File: config.mk
export PLATFORM = sky130hd
export DESIGN_NAME = mem_arbiter
export DESIGN_NICKNAME = d
export VERILOG_FILES = /design/src/rtl/mem_arbiter.sv
export SDC_FILE = /design/constraint.sdc
export NUM_CORES = 1
export LEC_CHECK = 0
export BUFFER_PORTS_ARGS = -buffer_cell sky130_fd_sc_hd__buf_2
export CAP_MARGIN = 20
export CORE_AREA = 5 5 144 146
export CTS_BUF_LIST = sky130_fd_sc_hd__clkbuf_4 sky130_fd_sc_hd__clkbuf_8
export DETAILED_ROUTE_END_ITERATION = 8
export DIE_AREA = 0 0 149 151
export GPL_ROUTABILITY_DRIVEN = 0
export GPL_TIMING_DRIVEN = 0
export PLACE_DENSITY = 0.62
export REMOVE_ABC_BUFFERS = 1
export SETUP_SLACK_MARGIN = 0.2
export SKIP_CTS_REPAIR_TIMING = 1
export SYNTH_ARGS = -nofsm -noshare
export SYNTH_HDL_FRONTEND = slang
export SYNTH_SLANG_ARGS = --single-unit
File: constraint.sdc
create_clock -name clk -period 6.5 [get_ports clk]
set_input_delay 0.65 -clock clk [delete_from_list [all_inputs] [get_ports clk]]
set_output_delay 0.65 -clock clk [all_outputs]
set_load 0.05 [all_outputs]
File: src/rtl/mem_arbiter.sv
// rtl/mem_arbiter.sv - two-requester arbiter onto a single-port byte-wide RAM
//
// Purpose: serialises instruction fetches (always 4 bytes) and load/store
// accesses (1, 2 or 4 bytes) into one-byte-per-cycle RAM accesses and
// assembles little-endian read words.
// Optional feature macro: ARB_ROUND_ROBIN_EN (alternating grant on contention;
// default build uses fixed MEM-over-IF priority).
//
// Ports:
//   clk, rst                    clock, synchronous active-high reset
//   if_req_i/if_addr_i          fetch request and byte address
//   if_flush_i                  aborts a pending or in-flight fetch
//   if_data_o/if_done_o         fetched word and its one-cycle done pulse
//   mem_req_i/mem_we_i          load/store request, 1 = store
//   mem_len_i/mem_addr_i        access length code and byte address
//   mem_wdata_i                 store data (low bytes used)
//   mem_rdata_o/mem_done_o      zero-extended load data and done pulse
//   ram_addr_o/ram_wr_o         RAM byte address and write strobe
//   ram_dout_o/ram_din_i        RAM write byte / read byte (one-cycle latency)
//   busy_o                      high whenever the FSM is not idle
module mem_arbiter (
  input  logic        clk,
  input  logic        rst,
  input  logic        if_req_i,
  input  logic [31:0] if_addr_i,
  input  logic        if_flush_i,
  output logic [31:0] if_data_o,
  output logic        if_done_o,
  input  logic        mem_req_i,
  input  logic        mem_we_i,
  input  logic [1:0]  mem_len_i,
  input  logic [31:0] mem_addr_i,
  input  logic [31:0] mem_wdata_i,
  output logic [31:0] mem_rdata_o,
  output logic        mem_done_o,
  output logic [31:0] ram_addr_o,
  output logic        ram_wr_o,
  output logic [7:0]  ram_dout_o,
  input  logic [7:0]  ram_din_i,
  output logic        busy_o
);

  typedef enum logic [2:0] {S_IDLE, S_IF_RD, S_MEM_RD, S_MEM_WR, S_DONE} state_t;

  state_t      r_state;
  logic [2:0]  r_cnt;        // index of the byte issued this cycle
  logic [1:0]  r_last;       // number of bytes minus one
  logic [23:0] r_wdata;      // remaining store bytes, shifted down as issued
  logic [31:0] r_data;       // read word being assembled
  logic        r_owner_if;
  logic        r_if_done;
  logic [31:0] r_if_data;
  logic        r_mem_done;
  logic [31:0] r_mem_rdata;
  logic [31:0] r_ram_addr;
  logic        r_ram_wr;
  logic [7:0]  r_ram_dout;
`ifdef ARB_ROUND_ROBIN_EN
  logic        r_last_mem;   // 1 when the most recent grant went to MEM
`endif

  logic        w_if_ok;
  logic        w_grant_mem;
  logic        w_grant_if;
  logic [1:0]  w_len_last;
  logic [31:0] w_rd_data;
  logic        w_rd_final;

  assign w_if_ok = if_req_i & ~if_flush_i;
`ifdef ARB_ROUND_ROBIN_EN
  assign w_grant_mem = mem_req_i & (~w_if_ok | ~r_last_mem);
`else
  assign w_grant_mem = mem_req_i;
`endif
  assign w_grant_if = w_if_ok & ~w_grant_mem;

  always_comb begin
    case (mem_len_i)
      2'b00:   w_len_last = 2'd0;
      2'b01:   w_len_last = 2'd1;
      default: w_len_last = 2'd3;
    endcase
  end

  // The byte arriving now belongs to the address issued last cycle (r_cnt-1).
  always_comb begin
    w_rd_data = r_data;
    case (r_cnt)
      3'd1:    w_rd_data[7:0]   = ram_din_i;
      3'd2:    w_rd_data[15:8]  = ram_din_i;
      3'd3:    w_rd_data[23:16] = ram_din_i;
      3'd4:    w_rd_data[31:24] = ram_din_i;
      default: w_rd_data = r_data;
    endcase
  end

  assign w_rd_final = (r_cnt == ({1'b0, r_last} + 3'd1));

  always_ff @(posedge clk) begin
    if (rst) begin
      r_state     <= S_IDLE;
      r_cnt       <= 3'd0;
      r_last      <= 2'd0;
      r_wdata     <= 24'd0;
      r_data      <= 32'd0;
      r_owner_if  <= 1'b0;
      r_if_done   <= 1'b0;
      r_if_data   <= 32'd0;
      r_mem_done  <= 1'b0;
      r_mem_rdata <= 32'd0;
      r_ram_addr  <= 32'd0;
      r_ram_wr    <= 1'b0;
      r_ram_dout  <= 8'd0;
`ifdef ARB_ROUND_ROBIN_EN
      r_last_mem  <= 1'b0;
`endif
    end else begin
      // Done pulses and their data last exactly one cycle.
      r_if_done   <= 1'b0;
      r_if_data   <= 32'd0;
      r_mem_done  <= 1'b0;
      r_mem_rdata <= 32'd0;
      case (r_state)
        S_IDLE: begin
          r_cnt  <= 3'd0;
          r_data <= 32'd0;
          if (w_grant_mem) begin
            r_owner_if <= 1'b0;
            r_ram_addr <= mem_addr_i;
            r_last     <= w_len_last;
            r_wdata    <= mem_wdata_i[31:8];
`ifdef ARB_ROUND_ROBIN_EN
            r_last_mem <= 1'b1;
`endif
            if (mem_we_i) begin
              r_ram_wr   <= 1'b1;
              r_ram_dout <= mem_wdata_i[7:0];
              r_state    <= S_MEM_WR;
            end else begin
              r_state    <= S_MEM_RD;
            end
          end else if (w_grant_if) begin
            r_owner_if <= 1'b1;
            r_ram_addr <= if_addr_i;
            r_last     <= 2'd3;
            r_state    <= S_IF_RD;
`ifdef ARB_ROUND_ROBIN_EN
            r_last_mem <= 1'b0;
`endif
          end
        end
        S_IF_RD, S_MEM_RD: begin
          if (r_state == S_IF_RD && if_flush_i) begin
            r_state <= S_IDLE;
          end else begin
            r_data <= w_rd_data;
            r_cnt  <= r_cnt + 3'd1;
            if (r_cnt < {1'b0, r_last})
              r_ram_addr <= r_ram_addr + 32'd1;
            if (w_rd_final) begin
              r_state <= S_DONE;
              if (r_owner_if) begin
                r_if_done <= 1'b1;
                r_if_data <= w_rd_data;
              end else begin
                r_mem_done  <= 1'b1;
                r_mem_rdata <= w_rd_data;
              end
            end
          end
        end
        S_MEM_WR: begin
          if (r_cnt == {1'b0, r_last}) begin
            r_ram_wr   <= 1'b0;
            r_mem_done <= 1'b1;
            r_state    <= S_DONE;
          end else begin
            r_cnt      <= r_cnt + 3'd1;
            r_ram_addr <= r_ram_addr + 32'd1;
            r_ram_dout <= r_wdata[7:0];
            r_wdata    <= {8'd0, r_wdata[23:8]};
          end
        end
        S_DONE:  r_state <= S_IDLE;
        default: r_state <= S_IDLE;
      endcase
    end
  end

  // A flush arriving in the fetch's DONE cycle still cancels the pulse.
  assign if_done_o   = r_if_done & ~if_flush_i;
  assign if_data_o   = r_if_data;
  assign mem_done_o  = r_mem_done;
  assign mem_rdata_o = r_mem_rdata;
  assign ram_addr_o  = r_ram_addr;
  assign ram_wr_o    = r_ram_wr;
  assign ram_dout_o  = r_ram_dout;
  assign busy_o      = (r_state != S_IDLE);

endmodule

==> Word level (Yosys, flattened, before mapping) <==
Cells that the tools add are included.
{ "classes": {"add_sub_neg": 3, "n_mul": 0, "n_div": 0, "order_cmp": 1, "n_eq_ne": 18, "n_shift": 0, "muxes": 44, "bitwise": 8, "n_reduce_logical": 20} }
{ "ops": {"columns": ["cell", "count"], "rows": [
  ["$mux W32", 6],
  ["$pmux W32 S3", 1],
  ["$pmux W32 S2", 1],
  ["$mux W8", 7],
  ["$mux W24", 2],
  ["$pmux W24 S2", 1],
  ["$add A32 B1 Y32 const B", 1],
  ["$mux W3", 7],
  ["$pmux W3 S3", 2],
  ["$pmux W8 S2", 1],
  ["$eq A3 B2 Y1 const B", 4],
  ["$ne A2 B2 Y1 const B", 6],
  ["$mux W1", 11],
  ["$reduce_or A5 Y1", 2],
  ["$reduce_and A3 Y1", 3],
  ["$reduce_and A4 Y1", 2],
  ["$eq A3 B1 Y1 const B", 2],
  ["$ne A3 B3 Y1 const B", 2],
  ["$reduce_bool A2 Y1", 3],
  ["$reduce_bool A3 Y1", 2],
  ["$not A1 Y1", 5],
  ["$reduce_and A5 Y1", 1],
  ["$mux W2", 2],
  ["$pmux W1 S2", 2],
  ["other kinds (15)", 18]
]} }
{ "totals": {"ff_bits": 172, "latchBits": 0, "mem_bits_rw": 0, "mem_bits_ro": 0, "input_bits": 112, "out_inout_bits": 108, "elab_cells": 107, "n_memories": 0} }

==> Longest topological paths before layout <==
Gate-level depths: netlist (run 1).
{ "logic_depth": {"ltp_word": 6, "depth_mapped": 10, "mapped_depth_nobuf": 8} }

==> Worst setup path after synthesis (run 1) <==
OpenSTA, ideal clock, no wires.
{ "synth_timing": {"kind": "reg2reg", "from": "reg r_ram_addr[0] (netlist: ram_addr_o[0])", "to": "reg r_ram_addr[30] (netlist: ram_addr_o[30])", "setup_time_ns": 0.074, "arrival_time_ns": 2.550, "required_ns": 6.426, "slack_ns": 3.876, "path_stages_with_launch": 8, "path_buffers": 0, "synth_period_minus_slack_ns": 2.624, "path_cell_list": "dfxtp_1 > ha_1 > nand4_2 > or3_4 > nor3_4 > nand4_1 > or4_1 > a31oi_1"} }
{ "synth_via": {"elab_chain_cells": 4, "elab_cells_between_ends": 5, "cone_classes": "add/sub: 1; mux: 4"} }
{ "synth_rtl": {"columns": ["element", "line", "source"], "rows": [
  ["from (decl)", "55", "logic [31:0] r_ram_addr;"],
  ["from (signal assigned)", "129", "r_ram_addr <= mem_addr_i;"],
  ["from (signal assigned)", "144", "r_ram_addr <= if_addr_i;"],
  ["from (signal assigned)", "159", "r_ram_addr <= r_ram_addr + 32'd1;"],
  ["$add A32 B1 Y32 *", "159, 179", null],
  ["$mux W32", "158", "if (r_cnt < {1'b0, r_last})"],
  ["$mux W32", "153", "if (r_state == S_IF_RD && if_flush_i) begin"],
  ["$pmux W32 S3 *", "123", "case (r_state)"]
]} }
Mark *: on every way between the ends. The rest lies on a longest branch, timed or not. The select of a mux whose other input is x is not followed.
A chain may end at the register's enable or synchronous reset.

==> Final worst setup path (run 1) <==
{ "layout_timing": {"from": "reg r_state[0]", "to": "reg r_wdata[14]"} }
{ "layout_via": {"elab_chain_cells": 3, "elab_cells_between_ends": 7, "cone_classes": "eq/ne: 3; mux: 1; reduce/logical: 3"} }
{ "layout_rtl": {"columns": ["element", "line", "source"], "rows": [
  ["from (decl)", "45", "state_t r_state;"],
  ["from (signal assigned)", "101", "r_state <= S_IDLE;"],
  ["from (signal assigned)", "138", "r_state <= S_MEM_WR;"],
  ["from (signal assigned)", "140", "r_state <= S_MEM_RD;"],
  ["$eq A3 B2 Y1 or $logic_not A3 Y1 (tied branches)", "123", null],
  ["$ne A2 B2 Y1 (no source line) or $reduce_bool A2 Y1 (tied branches)", null, null],
  ["$reduce_and A3 Y1 (no source line)", null, null],
  ["to (signal assigned)", "131", "r_wdata <= mem_wdata_i[31:8];"],
  ["to (signal assigned)", "181", "r_wdata <= {8'd0, r_wdata[23:8]};"],
  ["to (decl)", "48", "logic [23:0] r_wdata;"]
]} }
Several ways; a longest one is shown, not always the timed one.

==> impl_metrics.env, run 1 <==
export IMPL_cts_sinks=172
export IMPL_utilization_pct=48.1
export IMPL_antenna_cells=0
export IMPL_relSlewSlack_pct=29.8
export IMPL_ff2ff_setup_slack_ns=3.44
export IMPL_die_y_um=151
export IMPL_h_tree_depth=4
export IMPL_fin_setup_tns_ns=0
export IMPL_firstDrtPassIters=5
export IMPL_grt_overflow=0
export IMPL_clock_fmax_mhz=326
export IMPL_status="finished clean"
export IMPL_critPathArrivalTime_ns=3.44
export IMPL_ir_worst_vdd_v=0.000303
export IMPL_yosysUniqueCellTypes=53
export IMPL_min_to="r_wdata[16]"
export IMPL_async_reset_ff_share_pct=0
export IMPL_avgViaCountPerCell=5.01
export IMPL_io_buffers=219
export IMPL_ioPinCount=220
export IMPL_synth_avg_cell_area_um2=8.60
export IMPL_skew_ns=0.0149
export IMPL_die_w_um=149
export IMPL_fill_cells=1940
export IMPL_crit_type="flop to flop"
export IMPL_grt_max_degree=85
export IMPL_clockBufferDepth=2
export IMPL_worstMarginPinSlew_ns=1.05
export IMPL_ys_flop_type="dfxtp_1"
export IMPL_r2r_start="r_state[0]"
export IMPL_setup_viol=0
export IMPL_dp_hpwl_um=14100
export IMPL_insertion_delay_ns=0.46
export IMPL_cp_required_ns=6.87
export IMPL_fin_area_um2=9270
export IMPL_whs_ns=0.439
export IMPL_postRouteAntennaNets=0
export IMPL_ys_seq_area_share_pct=45.8
export IMPL_first_iter_violations=384
export IMPL_wl_per_cell_um=15.0
export IMPL_min_period_ns=3.06
export IMPL_holdPathStages=3
export IMPL_syn_area_um2=7520
export IMPL_die_area_um2=22500
export IMPL_initial_core_util_pct=39.0
export IMPL_hp_class="input pin to flop"
export IMPL_reg2regPathDepth=6
export IMPL_numCtsBuffers=17
export IMPL_antenna_found_initial=3
export IMPL_yosysWarnings=0
export IMPL_syn_instance_count=875
export IMPL_areaGrowthSynthToFinish_pct=23.3
export IMPL_fp_coreArea_um2=19300
export IMPL_crit_top_cell="buf_8"
export IMPL_place_area_um2=8850
export IMPL_cp_cell_sequence="nand3b_1, buf_8, o21ai_2, buf_8, nor2_1, a211oi_1"
export IMPL_fin_cells=1330
export IMPL_multi_input_comb_area_um2=3780
export IMPL_grt_usage_pct=17.7
export IMPL_synth_edff_count=0
export IMPL_first_global_vias=6250
export IMPL_cts_tree="built"
export IMPL_ctsRootBufferMaster="clkbuf_8"
export IMPL_ys_ff_latch=172
export IMPL_slowest_stage="nand3b_1"
export IMPL_clk_pin_slew_ns=0.10
export IMPL_maxCapViolCount=0
export IMPL_finalHoldViolations=0
export IMPL_rows=51
export IMPL_min_from="mem_wdata_i[24]"
export IMPL_drv_slew=0
export IMPL_drive_above_1_share_pct=27.1
export IMPL_dp_cells=1298
export IMPL_seqCellArea_um2=3440
export IMPL_start_kind="flop"
export IMPL_cp_max_fo=19
export IMPL_drc=0
export IMPL_power_leakage_nw=4.11
export IMPL_final_period_utilization_pct=47.1
export IMPL_vias=6661
export IMPL_r2r_end="r_wdata[14]"
export IMPL_grt_pass1_wl_um=32400
export IMPL_rsz0062_at_grt="no"
export IMPL_p_per_area_nw_per_um2=431
export IMPL_slowest_delay_ns=0.79
export IMPL_final_nets=1173
export IMPL_worstSetupEndpointType="flop"
export IMPL_wirelength_um=20000
## flip-flops by register name (all words and copies together), names as in the netlist, 2 cells and up
| signal | cells |
|---|---|
| if_data_o | 32 |
| mem_rdata_o | 32 |
| r_data | 32 |
| ram_addr_o | 32 |
| r_wdata | 24 |
| ram_dout_o | 8 |
| r_cnt | 3 |
| r_state | 3 |
| r_last | 2 |
## through the flow
step	setup slack [ns]	total power [mW]
finish	3.44	4.00
floorplan	3.10	2.67
detailed placement	3.22	3.26
CTS	3.42	4.05
global route	3.11	4.30
global placement	1.85	3.17
## power by group
| group | leakage, nW | total, mW | switching [mW] | internal (mW) |
|---|---|---|---|---|
| clock | 0.209 | 0.779 | 0.443 | 0.336 |
| combinational | 2.50 | 1.81 | 1.24 | 0.574 |
| sequential | 1.40 | 1.41 | 0.184 | 1.23 |
## worst max-delay path, delay by kind of cell (launching register included)
kind	cells	cell delay, ns
and+or+nand+nor	2	0.84
buffers and inverters	2	0.68
AOI/OAI and AO/OA	2	0.75
DFF	1	0.69
## layout make-up
class	count	area share, %
Sequential cell	172	37.1
Multi-Input combinational cell	622	40.7
Clock buffer	18	2.67
Tap cell	265	3.58
Timing Repair Buffer	227	13.5
Clock inverter	14	1.86
Inverter	12	0.486
## cell usage after synthesis, types with 3 or more instances
cell | count | area share (%)
nor3_1 | 22 | 1.5
a21oi_1 | 53 | 3.5
and3_1 | 5 | 0.42
a211oi_1 | 23 | 2.3
ha_1 | 9 | 1.5
nor3_4 | 3 | 0.65
nand4_1 | 5 | 0.42
nor4_1 | 5 | 0.42
nor2b_1 | 8 | 0.67
and2_1 | 8 | 0.67
o21ai_1 | 5 | 0.33
or2_2 | 7 | 0.58
nand2b_1 | 4 | 0.33
clkbuf_1 | 56 | 2.8
nor2_1 | 183 | 9.1
a22oi_1 | 40 | 4.0
inv_1 | 12 | 0.60
buf_2 | 7 | 0.47
o22ai_1 | 6 | 0.50
a31oi_1 | 10 | 0.83
buf_1 | 6 | 0.30
nand2_1 | 43 | 2.1
dfxtp_1 | 172 | 46
or3_1 | 3 | 0.25
mux2i_1 | 78 | 10
o21ai_0 | 39 | 2.6
nand3_1 | 15 | 1.0
mux2_2 | 11 | 1.6
## cell usage in the layout (no fill, tap or decap), types with 6 or more instances in the layout
cell type and n:
inv_1 12, mux2_2 11, nand2_1 43, nor2_1 182
clkbuf_8 18, o22ai_1 6, nand3_1 15, mux2i_1 78
nor2b_1 8, a211oi_1 23, a22oi_1 40, a31oi_1 10
nor3_1 22, buf_2 218, o21ai_0 39, and2_1 8
ha_1 9, or2_2 7, dfxtp_1 172, a21oi_1 53
## how the worst max path moves through the flow
stage                           from              to  slack, ns  cells after the start
final                     r_state[0]     r_wdata[14]       3.44                      6
after global routing      r_state[0]   ram_dout_o[5]       3.11                      7
after CTS                 r_state[0]     r_wdata[14]       3.42                      6
after detailed placement   mem_req_i  ram_addr_o[28]       3.22                      6
after global placement    r_state[0]      r_wdata[4]       1.85                      4
after floorplan           r_state[0]      r_wdata[0]       3.10                      4
## cells by family after synthesis
kind of cell | Yosys count | synth area share [%]
multiplexers | 89 | 12.0
flip-flops | 172 | 45.8
AND/OR/NAND/NOR | 326 | 20.0
buffers and inverters | 81 | 4.16
XOR/XNOR | 2 | 0.233
AO/OA/AOI/OAI | 196 | 16.3
adder cells (fa/ha/maj) | 9 | 1.50
## per-layer routing
layer,global-route usage [%],vias to the layer above,routed length (um)
met1,23.9,2996,9320
met3,6.19,19,1590
met5,0,-,28
li1,-,3428,-
met2,27.5,212,8840
met4,3.80,6,206
Power figures use the tool's default switching activity.
==> run 2: changes to the inputs <==
Settings changed: ABC_AREA set to 1, CORE_AREA 5 5 144 146 to 5 5 147 149, DIE_AREA 0 0 149 151 to 0 0 152 154, PLACE_DENSITY 0.62 to 0.64.
Clock period 6.5 ns to 2.75 ns, I/O delays scaled along.
==> run 2 against run 1 <==
Power increased to 2.6 times the previous value; flip-flop and latch count unchanged; non-clock buffer count shrank 5; cell count up 18%; sequential share of layout area fell by 1.2 points; first-iteration DRC count fell by 9.6%; hold slack lost 0.39 ns; global-route usage about the same; critical path depth rose by 2; synthesized cell count increased by 26%; clock power is 140% higher; critical endpoint is now r_wdata[20].
==> impl_metrics.env, run 2 <==
export IMPL_status="finished clean"
export IMPL_use_met2_pct=29.5
export IMPL_ys_seq_area_share_pct=43.8
export IMPL_slowest_delay_ns=0.61
export IMPL_areaGrowthSynthToFinish_pct=21.8
export IMPL_ys_flop_type="dfxtp_1"
export IMPL_initial_core_util_pct=39.2
export IMPL_relSlewSlack_pct=37.9
export IMPL_worstSetupEndpointType="flop"
export IMPL_ir_worst_vdd_v=0.000620
export IMPL_cp_top_family="buffers and inverters"
export IMPL_start_kind="input pin"
export IMPL_critPathArrivalTime_ns=2.65
export IMPL_yosysMostFrequentCell="nand2_1"
export IMPL_postRouteAntennaNets=0
export IMPL_cp_max_fo=36
export IMPL_clock_fmax_mhz=428
export IMPL_p_per_area_nw_per_um2=1090
export IMPL_numCtsBuffers=17
export IMPL_insertion_delay_ns=0.45
export IMPL_final_period_utilization_pct=85.0
export IMPL_h_tree_depth=4
export IMPL_top_usage_layer="met2"
export IMPL_place_area_um2=9100
export IMPL_final_common_cell="nand2_1"
export IMPL_dp_cells=1533
export IMPL_drc=0
export IMPL_synth_edff_count=0
export IMPL_firstDrtPassIters=6
export IMPL_layout_common_cells="291 x nand2_1, 219 x buf_2, 172 x dfxtp_1"
export IMPL_die_y_um=154
export IMPL_die_w_um=152
export IMPL_grt_max_degree=89
export IMPL_async_reset_ff_share_pct=0
export IMPL_first_global_vias=7206
export IMPL_syn_area_um2=7860
export IMPL_setup_viol=0
export IMPL_ys_ff_latch=172
export IMPL_min_period_ns=2.34
export IMPL_yosysUniqueCellTypes=40
export IMPL_drv_slew=0
export IMPL_syn_instance_count=1100
export IMPL_cp_required_ns=3.06
export IMPL_grt_overflow=0
export IMPL_synth_top_area_cell="dfxtp_1"
export IMPL_wirelength_um=21500
export IMPL_synth_top_cells_by_count="291 x nand2_1, 172 x dfxtp_1, 151 x nor2_1, 124 x o21ai_0, 73 x inv_1"
export IMPL_slowest_stage="clkinvlp_4"
export IMPL_path_buf_inv=4
export IMPL_ctsRootBufferMaster="clkbuf_8"
export IMPL_fin_cells=1568
export IMPL_antenna_cells=0
export IMPL_rows=52
export IMPL_die_area_um2=23400
export IMPL_cts_tree="built"
export IMPL_rsz0062_at_grt="yes"
export IMPL_finalHoldViolations=0
export IMPL_maxCapViolCount=0
export IMPL_synth_top_cell_area_share_pct=43.8
export IMPL_avgViaCountPerCell=4.90
export IMPL_grtUsageMet3_pct=4.86
export IMPL_worstMarginPinSlew_ns=0.929
export IMPL_vias=7684
export IMPL_grt_usage_pct=17.7
export IMPL_cp_cell_sequence="buf_2, clkinvlp_4, nor2_4, inv_2, nand2_4, inv_1, nand2_1, a21oi_1"
export IMPL_wl_per_cell_um=13.7
export IMPL_fin_ws_ns=0.412
export IMPL_drive_above_1_share_pct=22.0
export IMPL_synth_avg_cell_area_um2=7.14
export IMPL_clk_pin_slew_ns=0.10
export IMPL_skew_ns=0.0199
export IMPL_fp_coreArea_um2=20000
export IMPL_cts_sinks=172
export IMPL_hp_class="input pin to flop"
export IMPL_ioPinCount=220
export IMPL_final_nets=1406
export IMPL_io_buffers=219
export IMPL_first_iter_violations=347
export IMPL_power_leakage_nw=4.71
export IMPL_place_ws_ns=-0.826
export IMPL_grt_pass1_wl_um=35100
export IMPL_ys_top_cells_by_area="dfxtp_1 44%, nand2_1 14%, o21ai_0 7.9%"
export IMPL_clockBufferDepth=2
export IMPL_fill_cells=2126
export IMPL_fin_area_um2=9570
export IMPL_dp_hpwl_um=14700
export IMPL_yosysWarnings=0
export IMPL_grt_use_met1_pct=23.1
export IMPL_crit_type="input pin to flop"
export IMPL_antenna_found_initial=0
[run 2: cell types whose count changed after synthesis, moves of 28 or more]
cell	before	now
nand3_1	15	43
o21ai_0	39	124
inv_1	12	73
nand2_1	43	291
o211a_1	0	32
a22oi_1	40	1
mux2i_1	78	12
nor2_1	183	151
[run 2: cell type report]
type	count	area (um2)	share of cell area, %
sequential	172	3440	36.0
timing repair buffer	222	1160	12.1
clock buffer	21	270	2.82
clock inverter	11	154	1.61
tap	270	338	3.53
inverter	81	324	3.39
timing repair inverter	2	12.5	0.131
multi-input combinational	789	3870	40.4
[run 2: where the power goes]
group	total [mW]	leakage, nW	internal, mW	switching, mW
logic	4.94	3.08	1.41	3.53
registers	3.62	1.41	3.14	0.482
clock network	1.89	0.218	0.901	0.984
[run 2: worst register-to-register path, cell delays in order (launching register included)]
cell     delay [ns]
dfxtp_1        0.37
inv_1          0.11
ha_1           0.34
nand3_1        0.20
nor2_4         0.08
nor2_4         0.18
nand3_4        0.34
inv_8          0.35
nand3_1        0.14
nand2_1        0.08
nor2_1         0.05
[run 2: stage by stage]
| stage | setup TNS, ns | total power, mW | utilization (%) | hold slack, ns |
|---|---|---|---|---|
| final | 0 | 10.4 | 47.7 | 0.0491 |
| after global routing | 0 | 11.3 | 47.7 | 0.0247 |
| after CTS | -4.79 | 10.4 | 47.5 | 0.0235 |
| after detailed placement | -20.75 | 8.54 | 45.4 | 0.455 |
| after global placement | -179.50 | 8.38 | 45.1 | 0.450 |
| after floorplan | 0 | 7.16 | - | 0.344 |
[run 2: worst paths after layout]
path | startpoint | to | slack, ns | cells after the start
min | mem_len_i[0] | r_last[0] | 0.05 | 3
min reg2reg | r_wdata[21] | r_wdata[21] | 0.47 | 2
max reg2reg | r_cnt[0] | ram_addr_o[10] | 0.41 | 10
max | mem_req_i | r_wdata[20] | 0.41 | 8
[run 2: kinds of logic after synthesis]
group	Yosys count	share of synthesized area, %
buf+inv	139	7.18
simple gates	518	27.2
fa+ha+maj	9	1.43
mux	12	1.53
compound gates	247	18.5
flops	172	43.8
xor+xnor	3	0.334
[run 2: routing by layer]
metal,wire (um),share of wire [%]
met5,0,0
met4,195,0.91
met3,1280,6.0
met2,9820,46
met1,10200,47
